File: src/rtl/dmac_read_responder.sv
// dmac_read_responder: AXI4 read-channel slave serving one burst at a time
// from a synchronous single-port memory (read data one cycle after strobe).
// Supports FIXED/INCR/WRAP bursts and narrow sizes; illegal requests are
// answered with SLVERR beats at normal timing without touching memory.
module dmac_read_responder #(
  parameter int ADDR_WD = 32,
  parameter int DATA_WD = 32,
  parameter int MEM_AW  = 10
) (
  input  logic               clk,
  input  logic               rst,
  input  logic               s_axi_arvalid,
  output logic               s_axi_arready,
  input  logic [ADDR_WD-1:0] s_axi_araddr,
  input  logic [7:0]         s_axi_arlen,
  input  logic [2:0]         s_axi_arsize,
  input  logic [1:0]         s_axi_arburst,
  output logic               s_axi_rvalid,
  input  logic               s_axi_rready,
  output logic [DATA_WD-1:0] s_axi_rdata,
  output logic [1:0]         s_axi_rresp,
  output logic               s_axi_rlast,
  output logic               mem_rd_en,
  output logic [MEM_AW-1:0]  mem_rd_addr,
  input  logic [DATA_WD-1:0] mem_rd_data
);

  localparam int STRB_WD   = DATA_WD / 8;
  localparam int LANE_BITS = $clog2(STRB_WD);
  localparam logic [2:0] MAX_SIZE = 3'(LANE_BITS);

  localparam logic [1:0] BURST_FIXED = 2'd0;
  localparam logic [1:0] BURST_INCR  = 2'd1;
  localparam logic [1:0] BURST_WRAP  = 2'd2;
  localparam logic [1:0] BURST_RSVD  = 2'd3;

  localparam logic [1:0] RESP_OKAY   = 2'b00;
  localparam logic [1:0] RESP_SLVERR = 2'b10;

  typedef enum logic [1:0] {
    S_IDLE,
    S_FETCH,
    S_LOAD,
    S_RESP
  } state_t;

  state_t               state_q, state_d;
  logic [ADDR_WD-1:0]   addr_q, addr_d;
  logic [7:0]           len_q, len_d;
  logic [2:0]           size_q, size_d;
  logic [1:0]           burst_q, burst_d;
  logic                 err_q, err_d;
  logic [7:0]           beat_cnt_q, beat_cnt_d;
  logic                 rvalid_q, rvalid_d;
  logic [DATA_WD-1:0]   rdata_q, rdata_d;
  logic [1:0]           rresp_q, rresp_d;
  logic                 rlast_q, rlast_d;

  logic                 ar_hs;
  logic                 ar_err;
  logic [ADDR_WD-1:0]   ar_size_mask;
  logic [ADDR_WD-1:0]   beat_bytes;
  logic [ADDR_WD-1:0]   size_mask;
  logic [ADDR_WD-1:0]   wrap_mask;
  logic [ADDR_WD-1:0]   next_addr;

  // Accept a request only when idle; reset holds the channel closed.
  assign s_axi_arready = (state_q == S_IDLE) && !rst;
  assign ar_hs         = s_axi_arvalid && s_axi_arready;

  assign s_axi_rvalid = rvalid_q;
  assign s_axi_rdata  = rdata_q;
  assign s_axi_rresp  = rresp_q;
  assign s_axi_rlast  = rlast_q;

  // Classify an incoming request as illegal (whole burst answered SLVERR).
  always_comb begin
    ar_size_mask = (ADDR_WD'(1) << s_axi_arsize) - ADDR_WD'(1);
    ar_err = 1'b0;
    if (s_axi_arburst == BURST_RSVD) begin
      ar_err = 1'b1;
    end
    if (s_axi_arsize > MAX_SIZE) begin
      ar_err = 1'b1;
    end
    if (s_axi_arburst == BURST_WRAP) begin
      if (!(s_axi_arlen inside {8'd1, 8'd3, 8'd7, 8'd15})) begin
        ar_err = 1'b1;
      end
      if ((s_axi_araddr & ar_size_mask) != '0) begin
        ar_err = 1'b1;
      end
    end
  end

  // Address of the following beat; INCR realigns after an unaligned first beat.
  always_comb begin
    beat_bytes = ADDR_WD'(1) << size_q;
    size_mask  = beat_bytes - ADDR_WD'(1);
    wrap_mask  = ((ADDR_WD'(len_q) + ADDR_WD'(1)) << size_q) - ADDR_WD'(1);
    case (burst_q)
      BURST_FIXED: next_addr = addr_q;
      BURST_INCR:  next_addr = (addr_q & ~size_mask) + beat_bytes;
      BURST_WRAP:  next_addr = (addr_q & ~wrap_mask) | ((addr_q + beat_bytes) & wrap_mask);
      default:     next_addr = addr_q;
    endcase
  end

  // Burst sequencer: fetch -> load -> present, one beat every three cycles.
  always_comb begin
    state_d     = state_q;
    addr_d      = addr_q;
    len_d       = len_q;
    size_d      = size_q;
    burst_d     = burst_q;
    err_d       = err_q;
    beat_cnt_d  = beat_cnt_q;
    rvalid_d    = rvalid_q;
    rdata_d     = rdata_q;
    rresp_d     = rresp_q;
    rlast_d     = rlast_q;
    mem_rd_en   = 1'b0;
    mem_rd_addr = '0;
    case (state_q)
      S_IDLE: begin
        if (ar_hs) begin
          addr_d     = s_axi_araddr;
          len_d      = s_axi_arlen;
          size_d     = s_axi_arsize;
          burst_d    = s_axi_arburst;
          err_d      = ar_err;
          beat_cnt_d = 8'd0;
          state_d    = S_FETCH;
        end
      end
      S_FETCH: begin
        // Error bursts keep the same timing but never strobe the memory.
        mem_rd_en   = !err_q;
        mem_rd_addr = addr_q[LANE_BITS +: MEM_AW];
        state_d     = S_LOAD;
      end
      S_LOAD: begin
        rdata_d  = err_q ? '0 : mem_rd_data;
        rresp_d  = err_q ? RESP_SLVERR : RESP_OKAY;
        rlast_d  = (beat_cnt_q == len_q);
        rvalid_d = 1'b1;
        state_d  = S_RESP;
      end
      S_RESP: begin
        if (s_axi_rready) begin
          rvalid_d = 1'b0;
          rlast_d  = 1'b0;
          if (rlast_q) begin
            state_d = S_IDLE;
          end else begin
            beat_cnt_d = beat_cnt_q + 8'd1;
            addr_d     = next_addr;
            state_d    = S_FETCH;
          end
        end
      end
      default: state_d = S_IDLE;
    endcase
  end

  // State and registered outputs; synchronous reset discards any burst.
  always_ff @(posedge clk) begin
    if (rst) begin
      state_q    <= S_IDLE;
      addr_q     <= '0;
      len_q      <= '0;
      size_q     <= '0;
      burst_q    <= '0;
      err_q      <= 1'b0;
      beat_cnt_q <= '0;
      rvalid_q   <= 1'b0;
      rdata_q    <= '0;
      rresp_q    <= '0;
      rlast_q    <= 1'b0;
    end else begin
      state_q    <= state_d;
      addr_q     <= addr_d;
      len_q      <= len_d;
      size_q     <= size_d;
      burst_q    <= burst_d;
      err_q      <= err_d;
      beat_cnt_q <= beat_cnt_d;
      rvalid_q   <= rvalid_d;
      rdata_q    <= rdata_d;
      rresp_q    <= rresp_d;
      rlast_q    <= rlast_d;
    end
  end

endmodule
File: config.mk
export PLATFORM = sky130hd
export DESIGN_NAME = dmac_read_responder
export DESIGN_NICKNAME = d
export VERILOG_FILES = /design/src/rtl/dmac_read_responder.sv
export SDC_FILE = /design/constraint.sdc
export NUM_CORES = 1
export LEC_CHECK = 0
export CAP_MARGIN = 0
export CORE_MARGIN = 3
export CORE_UTILIZATION = 55
export CTS_CLUSTER_DIAMETER = 80
export DETAILED_ROUTE_END_ITERATION = 7
export PLACE_DENSITY = 0.88
export SLEW_MARGIN = 20
export SYNTH_ARGS = -nofsm -noshare
export SYNTH_HDL_FRONTEND = slang
export SYNTH_SLANG_ARGS = --single-unit
File: constraint.sdc
create_clock -name clk -period 5.9 [get_ports clk]
set_input_delay 0.885 -clock clk [delete_from_list [all_inputs] [get_ports clk]]
set_output_delay 0.885 -clock clk [all_outputs]
set_load 0.02 [all_outputs]
== Yosys cells after proc, flatten, opt, wreduce, memory -nomap -nowiden ==
Cells that the tools add are included.

* Register bits: 92
* Input bits: 81
* Output and inout port bits: 48
* Word-level logic and storage cells: 84

* Add/subtract/negate cells: 7
* $lt $le $gt $ge: 1
* Equality and inequality tests: 16
* Shift-type cells: 3
* Mux-type cells: 25
* Bitwise operators: 7
* Reductions and logical operators: 14

{| class="wikitable"
|+ Operators with widths
! operator !! number
|-
| $and A32 B32 Y32 || 4
|-
| $mux W32 || 4
|-
| $pmux W32 S2 || 2
|-
| $add A32 B32 Y32 || 2
|-
| $not A32 Y32 || 2
|-
| $shl A1 B3 Y32 const A || 2
|-
| $sub A32 B1 Y32 const B || 2
|-
| $or A32 B32 Y32 || 1
|-
| $reduce_bool A32 Y1 || 1
|-
| $shl A9 B3 Y32 || 1
|-
| $sub A32 B2 Y32 const B || 1
|-
| $mux W8 || 3
|-
| $pmux W8 S2 || 1
|-
| $eq A2 B2 Y1 const B || 5
|-
| $mux W10 || 1
|-
| $add A8 B1 Y9 const B || 1
|-
| $add A8 B1 Y8 const B || 1
|-
| $eq A8 B1 Y1 const B || 1
|-
| $eq A8 B2 Y1 const B || 1
|-
| $eq A8 B3 Y1 const B || 1
|-
| $eq A8 B4 Y1 const B || 1
|-
| $eq A8 B8 Y1 || 1
|-
| $mux W1 || 8
|-
| $pmux W2 S4 || 1
|-
| 14 further kinds || 25
|}

== Longest topological paths before layout ==
Gate-level depths: netlist of run 1.

* Depth after elaboration: 10
* Depth in mapped cells: 15
* Gate-level depth less buffers: 14

== Worst setup path before layout of run 1 ==
OpenSTA, ideal clock, no wires.

* Path type: reg-to-reg
* From: reg size_q[2]
* To: reg (tool-made name)
* Arrival: 3005 ps
* Setup slack: 2776 ps
* Stages on the path, launching flop included: 16
* Buffers on the path: 3
* Period minus slack after synthesis: 3124 ps
* Cells stage by stage: dfxtp_1 buf_2 buf_1 clkbuf_1 nor2_1 ha_1 ha_1 o21ai_0 a221o_1 a21o_1 nand2_1 a21boi_1 a311o_1 mux2_2 o211ai_1 o21ai_1

{| class="wikitable"
|+ RTL lines
! item !! line !! RTL
|-
| start: declaration || 50 || <nowiki>logic [2:0] size_q, size_d;</nowiki>
|-
| start signal: assignment || 184 || <nowiki>size_q <= size_d;</nowiki>
|}

==> results of run 1 <==
-- cell usage in the layout, fill, tap and decap left out, types with 3 or more instances in the layout --
cell type / n
a211oi_1: 3
a21o_1: 7
a21oi_1: 80
a221oi_1: 4
a22oi_1: 3
a31oi_1: 10
a32oi_1: 3
and2_1: 15
and3_1: 6
and4_1: 3
buf_4: 5
clkbuf_8: 9
clkdlybuf4s50_1: 109
clkinvlp_4: 3
dfxtp_1: 71
ha_1: 20
inv_1: 22
mux2i_1: 9
nand2_1: 68
nand2b_1: 10
nand3_1: 11
nand4_1: 4
nor2_1: 87
nor2b_1: 41
nor3_1: 14
o211ai_1: 13
o21a_1: 3
o21ai_0: 30
o21ai_1: 4
o221ai_1: 3
o22ai_1: 3
o31a_1: 3
o31ai_1: 4
or3_1: 4
or4_1: 5
xnor2_1: 17
xor2_1: 23
-- critical path, delay by kind of cell, from the launching register on --
| kind | cells | cell delay (ns) |
|---|---|---|
| AO/OA/AOI/OAI | 4 | 1.25 |
| buffers and inverters | 1 | 0.51 |
| flip-flops | 1 | 0.38 |
| adder cells (fa/ha/maj) | 1 | 0.78 |
| AND/OR/NAND/NOR | 2 | 0.79 |
-- worst max-delay path by stage --
stage           endpoint  slack, ns
3_5_place_dp   flip-flop       2.18
3_3_place_gp   flip-flop       2.23
4_1_cts        flip-flop       2.21
5_1_grt        flip-flop       1.75
6_report       flip-flop       2.11
2_1_floorplan  flip-flop       2.78
-- final cells by class --
class                   count  area, sq um  area share [%]
well taps                 129          161            2.47
clock inverters             7         62.6           0.956
flip-flops and latches     71         1420            21.7
multi-input cells         569         3560            54.4
clock buffers               9          124            1.89
repair buffers            115         1130            17.3
inverters                  22         82.6            1.26
-- report_power, final --
group | internal (W) | switching [W] | leakage, nW
registers | 0.000574 | 0.000119 | 0.577
logic | 0.000506 | 0.000751 | 1.80
clock network | 0.000161 | 0.000227 | 0.0863
-- per-layer routing --
| metal | wire, microns | up-vias |
|---|---|---|
| met5 | 0 | - |
| met4 | 518 | 0 |
| met3 | 1280 | 46 |
| met2 | 7710 | 257 |
| met1 | 6500 | 2671 |
| li1 | - | 2660 |
-- kinds of logic (layout without fill, tap and decap cells) --
logic type / Yosys count / after routing
AO/OA/AOI/OAI: 209 / 209
XOR/XNOR: 41 / 41
adder cells (fa/ha/maj): 22 / 22
buffers and inverters: 72 / 153
flip-flops: 71 / 71
multiplexers: 10 / 10
other: 1 / 1
AND/OR/NAND/NOR: 286 / 286
-- stage by stage --
step / hold slack [ns] / cells
2_1_floorplan: 0.436 / 712
3_3_place_gp: 0.447 / 906
3_5_place_dp: 0.459 / 906
4_1_cts: 0.501 / 922
5_1_grt: 0.541 / 922
6_report: 0.512 / 922
==> results.sh, run 1 <==
export IMPL_rsz0062_at_grt="false"
export IMPL_worst_setup_path_type="reg -> reg"
export IMPL_ir_worst_vdd_uv=215
export IMPL_gp_routability_congestion=0.927
export IMPL_fmax_mhz=264
export IMPL_start_kind="flip-flop"
export IMPL_critPathRequiredTime_ns=6.20
export IMPL_min_period_ns=3.79
export IMPL_endpoint_kind="flip-flop"
export IMPL_fp_dieH_microns=104
export IMPL_maxSlewViolCount=0
export IMPL_synth_top_cell_area_share_pct=26.8
export IMPL_die_area_sq_um=10800
export IMPL_max_slew_margin_rel_pct=34.8
export IMPL_grt_pass1_wl_mm=26.3
export IMPL_grt_busiest_layer="met2"
export IMPL_min_path_cells=2
export IMPL_synth_top_family_by_area="simple AND/OR/NAND/NOR gates"
export IMPL_synthSimpleGateAreaFrac_pct=27.0
export IMPL_powerDensity_nw_per_um2=358
export IMPL_area_growth_syn_to_layout_pct=23.6
export IMPL_syn_inst=712
export IMPL_pre_cts_ws_ns=2.18
export IMPL_layout_nets=890
export IMPL_syn_avg_cell_area_sq_um=7.44
export IMPL_cts_buffers=9
export IMPL_synthesis_area_sq_um=5290
export IMPL_fin_crit_sh_pct=64.3
export IMPL_critPathArrivalTime_ns=4.09
export IMPL_rows=35
export IMPL_antenna_found_initial=0
export IMPL_synth_edff_count=0
export IMPL_fill_cells=753
export IMPL_grt_util_met2_pct=48.2
export IMPL_via_count=5634
export IMPL_placed_area_sq_um=6350
export IMPL_yosys_top_cells_count="nor2_1, a21oi_1, dfxtp_1"
export IMPL_cts_setup_buffers=0
export IMPL_grt_use_total_pct=28.9
export IMPL_fin_ws_ns=2.11
export IMPL_core_region_area_sq_um=9280
export IMPL_ys_seq_elements=71
export IMPL_tritoncts="built"
export IMPL_grt_overflow=0
export IMPL_power_w=0.00234
export IMPL_hold_path_startpoint="burst_q[1]"
export IMPL_ctsResizeCount=0
export IMPL_whs_endpoint="burst_q[1]"
export IMPL_dr_pass1_iters=5
export IMPL_hold_class="reg -> reg"
export IMPL_finalInstanceArea_sq_um=6540
export IMPL_grt_start_max_net_pins=73
export IMPL_path_clk_slew_ns=0.10
export IMPL_leakage_nw=2.47
export IMPL_seq_area_frac_synth_pct=26.8
export IMPL_ys_types=80
export IMPL_syn_num_nets=814
export IMPL_setup_viol=0
export IMPL_ant_nets=0
export IMPL_reg2reg_slack_ns=2.11
export IMPL_drc=0
export IMPL_h_tree_depth=3
export IMPL_drt_iter0_markers=342
export IMPL_synth_most_common_cell="nor2_1"
export IMPL_synth_xor_area_share_pct=6.93
export IMPL_reg2reg_depth=8
export IMPL_vias_per_cell=6.11
export IMPL_synthTopCellsByArea="dfxtp_1, a21oi_1, nor2_1, nor2b_1, nand2_1"
export IMPL_slowest_stage="ha_1"
export IMPL_antenna_cells=0
export IMPL_synth_main_ff_cell="dfxtp_1"
export IMPL_drive_above_1_share_pct=5.42
export IMPL_use_met1_pct=35.9
export IMPL_initial_core_util_pct=57.0
export IMPL_met3_usage_pct=6.70
export IMPL_worst_pin_slew_ns=0.979
export IMPL_finalHoldViolCount=0
export IMPL_chipWidth_microns=104
export IMPL_r2r_start="state_q[1]"
export IMPL_clock_latency_ns=0.36
export IMPL_synth_warnings=0
export IMPL_cts_root_buf="clkbuf_8"
export IMPL_fin_setup_tns_ns=0
export IMPL_postCtsHoldBufs=0
export IMPL_pin_count=129
export IMPL_setup_worst_path_start="state_q[1]"
export IMPL_fin_util_pct=70.5
export IMPL_grt_pass1_vias=5474
export IMPL_cts_max_path_buffers=2
export IMPL_crit_fanout=26
export IMPL_max_stage_delay_ns=0.78
export IMPL_synth_compound_area_share_pct=25.8
export IMPL_path_cells="ha_1, inv_1, nor2_1, o21ai_1, a21oi_1, o21ai_1, or3_1, a21oi_1"
export IMPL_outcome="completed"
export IMPL_hpwl_mm=11.4
export IMPL_muxShareOfSynthArea_pct=1.91
export IMPL_yosys_area_top_type="dfxtp_1"
export IMPL_numPortBuffers=110
export IMPL_fin_skew_ns=0.0165
export IMPL_async_flop_share_pct=0
export IMPL_wl_mm=16.0
export IMPL_cts_sinks=71
export IMPL_wl_per_cell_microns=17.4
export IMPL_synthAdderAreaFrac_pct=5.29
export IMPL_maxCapViolations=0
(Power assumes the default switching activity.)
==> run 2: changes to the inputs <==
--- a/config.mk
+++ b/config.mk
@@ -7,10 +7,10 @@
 export LEC_CHECK = 0
 export CAP_MARGIN = 0
 export CORE_MARGIN = 3
-export CORE_UTILIZATION = 55
+export CORE_UTILIZATION = 51
 export CTS_CLUSTER_DIAMETER = 80
 export DETAILED_ROUTE_END_ITERATION = 7
-export PLACE_DENSITY = 0.88
+export PLACE_DENSITY = 0.82
 export SLEW_MARGIN = 20
 export SYNTH_ARGS = -nofsm -noshare
 export SYNTH_HDL_FRONTEND = slang
==> constraint.sdc (replaced) <==
create_clock -name clk -period 3.65 [get_ports clk]
set_input_delay 0.5475 -clock clk [delete_from_list [all_inputs] [get_ports clk]]
set_output_delay 0.5475 -clock clk [all_outputs]
set_load 0.02 [all_outputs]
==> run 2 against run 1 <==
Sequential cell count unchanged. Via count down 1.4%. Core utilization down 3.4 points. Largest cell class unchanged. Global-route usage down 0.30 points. Power up 68%. Sequential share of layout area down 0.43 points. Sequential power up 60%. Critical path type unchanged.
==> results.sh, run 2 (synthesis gave the netlist of run 1 again) <==
export IMPL_worst_pin_slew_ns=0.764
export IMPL_chipWidth_microns=108
export IMPL_critPathBufInv=0
export IMPL_fill_cells=824
export IMPL_antenna_cells=0
export IMPL_reg2reg_slack_ns=0.47
export IMPL_via_count=5554
export IMPL_slowest_stage="dfxtp_1"
export IMPL_leakage_nw=2.54
export IMPL_antenna_found_initial=0
export IMPL_start_kind="flip-flop"
export IMPL_core_region_area_sq_um=9950
export IMPL_tritoncts="built"
export IMPL_cts_buffers=9
export IMPL_vias_per_cell=5.91
export IMPL_fin_setup_tns_ns=0
export IMPL_path_clk_slew_ns=0.09
export IMPL_setup_viol=0
export IMPL_pin_count=129
export IMPL_path_delay_family="compound AO/OA/AOI/OAI gates"
export IMPL_grt_pass1_vias=5659
export IMPL_fin_crit_sh_pct=87.1
export IMPL_cts_root_buf="clkbuf_8"
export IMPL_hpwl_mm=11.7
export IMPL_ant_nets=0
export IMPL_ir_worst_vdd_uv=335
export IMPL_die_area_sq_um=11600
export IMPL_instances_no_fill=939
export IMPL_drive_above_1_share_pct=6.82
export IMPL_worst_setup_path_type="reg -> reg"
export IMPL_critPathArrivalTime_ns=3.47
export IMPL_cts_setup_buffers=0
export IMPL_outcome="completed"
export IMPL_max_slew_margin_rel_pct=49.0
export IMPL_ctsResizeCount=0
export IMPL_postCtsHoldBufs=0
export IMPL_wl_per_cell_microns=17.2
export IMPL_powerDensity_nw_per_um2=590
export IMPL_hold_class="reg -> reg"
export IMPL_fmax_mhz=315
export IMPL_gp_routability_congestion=0.982
export IMPL_initial_core_util_pct=53.2
export IMPL_min_period_ns=3.18
export IMPL_layout_commonest_cell="clkdlybuf4s50_1"
export IMPL_layout_common_cells="clkdlybuf4s50_1, nor2_1, a21oi_1"
export IMPL_clock_latency_ns=0.36
export IMPL_cts_max_path_buffers=2
export IMPL_max_stage_delay_ns=0.54
export IMPL_seq_area_sq_um=1420
export IMPL_wl_mm=16.1
export IMPL_fin_skew_ns=0.00833
export IMPL_endpoint_kind="flip-flop"
export IMPL_area_growth_syn_to_layout_pct=26.1
export IMPL_critPathRequiredTime_ns=3.94
export IMPL_grt_overflow=0
export IMPL_crit_fanout=10
export IMPL_maxCapViolations=0
export IMPL_rsz0062_at_grt="false"
export IMPL_maxSlewViolCount=0
export IMPL_numPortBuffers=110
export IMPL_rows=36
export IMPL_drc=0
export IMPL_path_cells="ha_1, nand3_2, xnor2_1, a22oi_1, a31oi_2, nor3_1, o21bai_1, o21ai_1, or3_1, a21oi_1"
export IMPL_grt_pass1_wl_mm=27.0
export IMPL_post_place_cells=923
export IMPL_finalHoldViolCount=0
export IMPL_multi_input_area_sq_um=3550
export IMPL_grt_start_max_net_pins=73
export IMPL_cts_sinks=71
export IMPL_grt_use_total_pct=28.5
export IMPL_fp_dieH_microns=108
export IMPL_h_tree_depth=3
export IMPL_dr_pass1_iters=5
export IMPL_drt_iter0_markers=457
export IMPL_layout_nets=903
[run 2: through the flow]
step / setup WS [ns] / total power (W) / cell area (sq um) / util (%) / hold slack (ns)
global route: 0.207 / 0.00422 / 6670 / 67.0 / 0.490
CTS: 0.518 / 0.00392 / 6670 / 67.0 / 0.469
floorplan: 0.526 / 0.00252 / 5290 / - / 0.436
detailed placement: 0.535 / 0.00318 / 6450 / 64.8 / 0.457
global placement: 0.659 / 0.00312 / 6450 / 64.8 / 0.450
finish: 0.471 / 0.00394 / 6670 / 67.0 / 0.467
[run 2: metal layers]
metal	vias up	share of wire, %	global-route usage (%)
met2	211	48	48.0
met4	0	2.7	9.83
met1	2626	42	35.5
met5	-	0	0
met3	34	8.0	7.08
li1	2683	-	-
[run 2: cell type report]
| class | instances | share of cell area, % |
|---|---|---|
| Clock buffer | 10 | 1.91 |
| Clock inverter | 6 | 1.39 |
| Inverter | 22 | 1.24 |
| Multi-Input combinational cell | 569 | 53.2 |
| Sequential cell | 71 | 21.3 |
| Tap cell | 133 | 2.49 |
| Timing Repair Buffer | 128 | 18.4 |
[run 2: worst paths after layout]
check,from,endpoint,cells past startpoint
max reg2reg,len_q[1],flip-flop,10
min reg2reg,burst_q[1],burst_q[1],2
max,len_q[1],flip-flop,10
min,burst_q[1],burst_q[1],2
[run 2: where the power goes]
group	internal [W]	leakage [nW]	switching [W]
clock	0.000389	0.103	0.000348
sequential	0.000928	0.577	0.000184
combinational	0.000861	1.86	0.00123
total	0.00218	2.54	0.00176
[run 2: worst register-to-register path: stages, from the launching register on]
cell,delay [ns]
dfxtp_1,0.54
ha_1,0.45
nand3_2,0.13
xnor2_1,0.24
a22oi_1,0.29
a31oi_2,0.20
nor3_1,0.39
o21bai_1,0.23
o21ai_1,0.12
or3_1,0.38
a21oi_1,0.14
==> RTL edit 1: new RTL, config.mk and constraints of run 2 <==
Reset style: asynchronous (`rst`), changed in one clocked block. Comments in the files are not updated.
--- a/src/rtl/dmac_read_responder.sv
+++ b/src/rtl/dmac_read_responder.sv
@@ -166,3 +166,3 @@
   // State and registered outputs; synchronous reset discards any burst.
-  always_ff @(posedge clk) begin
+  always_ff @(posedge clk or posedge rst) begin
     if (rst) begin
Check against the original RTL: differs if rst is asserted again (counterexample within 4 cycles, from zero or initial values and one cycle with rst high); with rst held inactive, the same outputs for 4 cycles.
==> RTL edit 1 against run 2 <==
Die area rose by 1.9%. Sequential cell count did not move. Final area grew 1.4%. Non-clock buffer count shrank 4. Synthesized area is 2.1% higher. Setup slack worse by 200 ps. Routed wire length decreased by 5.4%. Largest cell class unchanged.
Power is not compared: it rests on default switching activity, and its combinational part moved more than twofold at a synthesized area within 25%.
==> RTL edit 1: results (changes against run 2) <==
Total GRT Usage 0.262 (-0.0239); Final min period 3380 ps (+201 ps); Cell Area, Placed 0.00657 sq mm (+1.8%); initial antenna violation count 0 (unchanged); dpl hpwl 11,600 um (-1.4%); Final Wtd Congestion 0.933 (-5.0%); DR iter-0 viols 464 (+1.5%); Seq/Total Area, Yosys 0.329 (+0.0604); max_slew headroom 0.450 (-0.0405); nets 857 (-5.1%); drt total wl 15,300 um (-5.4%); Netlist cell types 71 (-11%); first-pass GRT wire length 25,000 um (-7.5%); fraction of layout cells with a size suffix above 1 0.0829 (+0.0147); Critical R2R Launch len_q[0]$_DFFE_PP0P_; share of Yosys cell area claimed by the top area cell type 0.329 (+0.0604); Setup WS pre-CTS 383 ps (-152 ps); vias 5,276 (-5.0%); CP max FO 12 (+2); status finished clean; worst hold slack 508 ps (+41.7 ps); r2r setup slk 270 ps (-200 ps); vias in the first global route 5,239 (-7.4%); critical path arrival 3640 ps (+170 ps); Post-synth ARST share 1.00 (+1.00); Mapped Nets 764 (-6.1%); CP max stage cell dfrtp_1; Min-Delay Startpoint s_axi_rvalid$_DFFE_PP0P_; synth top area cells dfrtp_1 (33%), o21ai_0 (6.4%), nand2_1 (5.6%); Post-Route Skew 11.9 ps (+3.59 ps)
## RTL edit 1: changes by cell type in the layout (fill, tap and decap cells not counted), sizes merged, moves of 5 or more
cell	change
mux2	+14
or4	-5
nor2b	-30
dfrtp	+71
a211oi	+6
nand2	+13
xnor2	+6
a21oi	-58
nor2	-45
dfxtp	-71
buf	-5
inv	+33
o21ai	+37
## RTL edit 1: cell type report
cell class                      instances  area [sq um]
Clock buffer                            9           124
Multi-Input combinational cell        495          3230
Inverter                               54           203
Timing Repair Buffer                  124          1210
Clock inverter                          7          63.8
Tap cell                              133           166
Sequential cell                        71          1780
Fill cell                             789          3280
## RTL edit 1: critical path: cells and delay by family (launching register included)
kind	cells	cell delay [ps]
compound gates	5	1140
simple gates	2	610
xor+xnor	2	670
fa+ha+maj	1	340
flops	1	530
## RTL edit 1: metal layers
metal / vias to the layer above / GRT usage / routed length, um
li1: 2526 / - / -
met1: 2495 / 0.350 / 6470
met2: 218 / 0.418 / 7220
met3: 37 / 0.0657 / 1200
met4: 0 / 0.0775 / 395
met5: - / 0 / 0
## RTL edit 1: power by group
group	total, W	switching [W]	internal (W)
clock	0.000610	0.000349	0.000261
combinational	0.00419	0.00242	0.00177
sequential	0.00156	0.000434	0.00113
## RTL edit 1: stage by stage
stage                     total power [W]  cells
after global placement            0.00554    877
after CTS                         0.00633    893
after floorplan                   0.00443    662
after global routing              0.00687    893
final                             0.00636    893
after detailed placement          0.00569    877
## RTL edit 1: cells by family after synthesis
group,synth area share
flops,0.329
xor+xnor,0.0711
simple gates,0.197
other cells,0.000694
fa+ha+maj,0.0519
buf+inv,0.0755
compound gates,0.231
mux,0.0442
==> RTL edit 2: new RTL, config.mk and constraints of run 2 <==
Made on the original files. Set the parameter `DATA_WD` to 64 (it was 32).
--- a/src/rtl/dmac_read_responder.sv
+++ b/src/rtl/dmac_read_responder.sv
@@ -6,3 +6,3 @@
   parameter int ADDR_WD = 32,
-  parameter int DATA_WD = 32,
+  parameter int DATA_WD = 64,
   parameter int MEM_AW  = 10
Ports: changed (resized mem_rd_data and s_axi_rdata); port bits go from 129 to 193. The function was not compared with the original's and may differ.
==> RTL edit 2 against run 2 <==
Synthesized cell count increased by 22%. Via count increased by 21%. Setup slack got worse by 130 ps. Synthesized area increased by 24%. Critical path depth increased by 3. Non-clock buffer count increased by 66. Combinational power increased by 8%. Count of clock-buffer cells in the layout increased by 1. Sequential cell count increased by 33. Routed wire length increased by 26%. Final area increased by 31%. Total power increased by 21%.
==> RTL edit 2: results (changes against run 2) <==
hold depth 2 (unchanged); nets 1,145 (+27%); Synth top cells by count nor2_1 (121), a21oi_1 (105), dfxtp_1 (104); Final Wtd Congestion 0.933 (-5.0%); Period Utilization, post-route 0.907 (+0.0362); CP max FO 47 (+37); post-synthesis mux area share 0.0206 (+0.00147); max_slew headroom 0.336 (-0.155); vias in the first global route 6,642 (+17%); drt total wl 20,300 um (+26%); clk root buf clkbuf_16; fillcell total 1,021 (+24%); Peak VDD IR 481 uV (+44%); first-pass GRT wire length 32,700 um (+21%); pin count of the biggest net entering global routing 91 (+25%); Placed Cells incl. Taps 1,168 (+27%); worst hold slack 466 ps (-0.988 ps); Mapped Nets 1,000 (+23%); highest metal used met4; Crit path largest cell delay 390 ps (-150 ps); Total GRT Usage 0.281 (-0.00448); met3 Use GR 0.0997 (+0.0289); critical path arrival 3560 ps (+90 ps); DR iter-0 viols 559 (+22%); First-pass DRT Iterations 5 (unchanged); dpl hpwl 14,500 um (+23%); met1 Use GR 0.332 (-0.0226); adder-cell share of the synthesized area 0.0443 (-0.00865); synth top area cells dfxtp_1 (32%), a21oi_1 (8.0%), nor2b_1 (7.5%); LEAKAGE 3.40 nW (+33%); Vias/cell 5.67 (-4.2%); Met2 Wirelength 9760 um (+27%); cells on worst reg2reg path 13 (+3); status finished clean; Seq/Total Area, Yosys 0.318 (+0.0492); Setup WS pre-CTS 327 ps (-208 ps); r2r setup slk 340 ps (-130 ps); Psw 0.00194 W (+10%); fraction of layout cells with a size suffix above 1 0.0541 (-0.0141); WL met1 8240 um (+23%); Netlist cell types 76 (-5.0%); Cell Area, Placed 0.00841 sq mm (+30%); clock transition at the registers of the reported paths 70 ps (-20 ps); Design Area, Final 0.00872 sq mm (+31%); metal3 WL 1880 um (+46%); GR Layer Usage met2 0.477 (-0.00315); xor/xnor share of the synthesized area 0.0508 (-0.0185); Synth Area in Compound Gates 0.218 (-0.0405); Port Buffers 175 (+59%); worst setup path startpoint size_q[1]$_SDFFE_PP0P_; Post-Route Skew 5.32 ps (-3.01 ps); vias 6,711 (+21%); CP max stage cell buf_4; Avg Cell Area, Syn 7.57 sq um (+1.8%); CTS Buffer Depth 2 (unchanged); H-tree levels 3 (unchanged)
## RTL edit 2: cell count changes after synthesis, sizes merged, moves of 6 or more
cell | run 2 | this run
a21oi | 81 | 105
nand3 | 13 | 24
nor3 | 14 | 24
nand2 | 68 | 62
nor2 | 89 | 121
clkbuf | 32 | 45
o31ai | 6 | 12
nor2b | 42 | 79
dfxtp | 71 | 104
## RTL edit 2: power by group through the flow
stage	sequential (W)	clock (W)	combinational, W
floorplan	0.00157	0	0.00142
global route	0.00151	0.00106	0.00248
finish	0.00149	0.00100	0.00226
detailed placement	0.00150	0	0.00224
CTS	0.00148	0.00101	0.00225
global placement	0.00150	0	0.00221
## RTL edit 2: cell type report
class,instances,area share
repair buffers,194,0.217
multi-input cells,679,0.476
well taps,168,0.0241
inverters,23,0.00990
clock inverters,5,0.00732
clock buffers,11,0.0267
flip-flops and latches,104,0.239
## RTL edit 2: repair_timing
action	CTS	global route
setup endpoints to repair	0	1
hold endpoints to repair	0	0
resized for setup	0	1
setup buffers	0	0
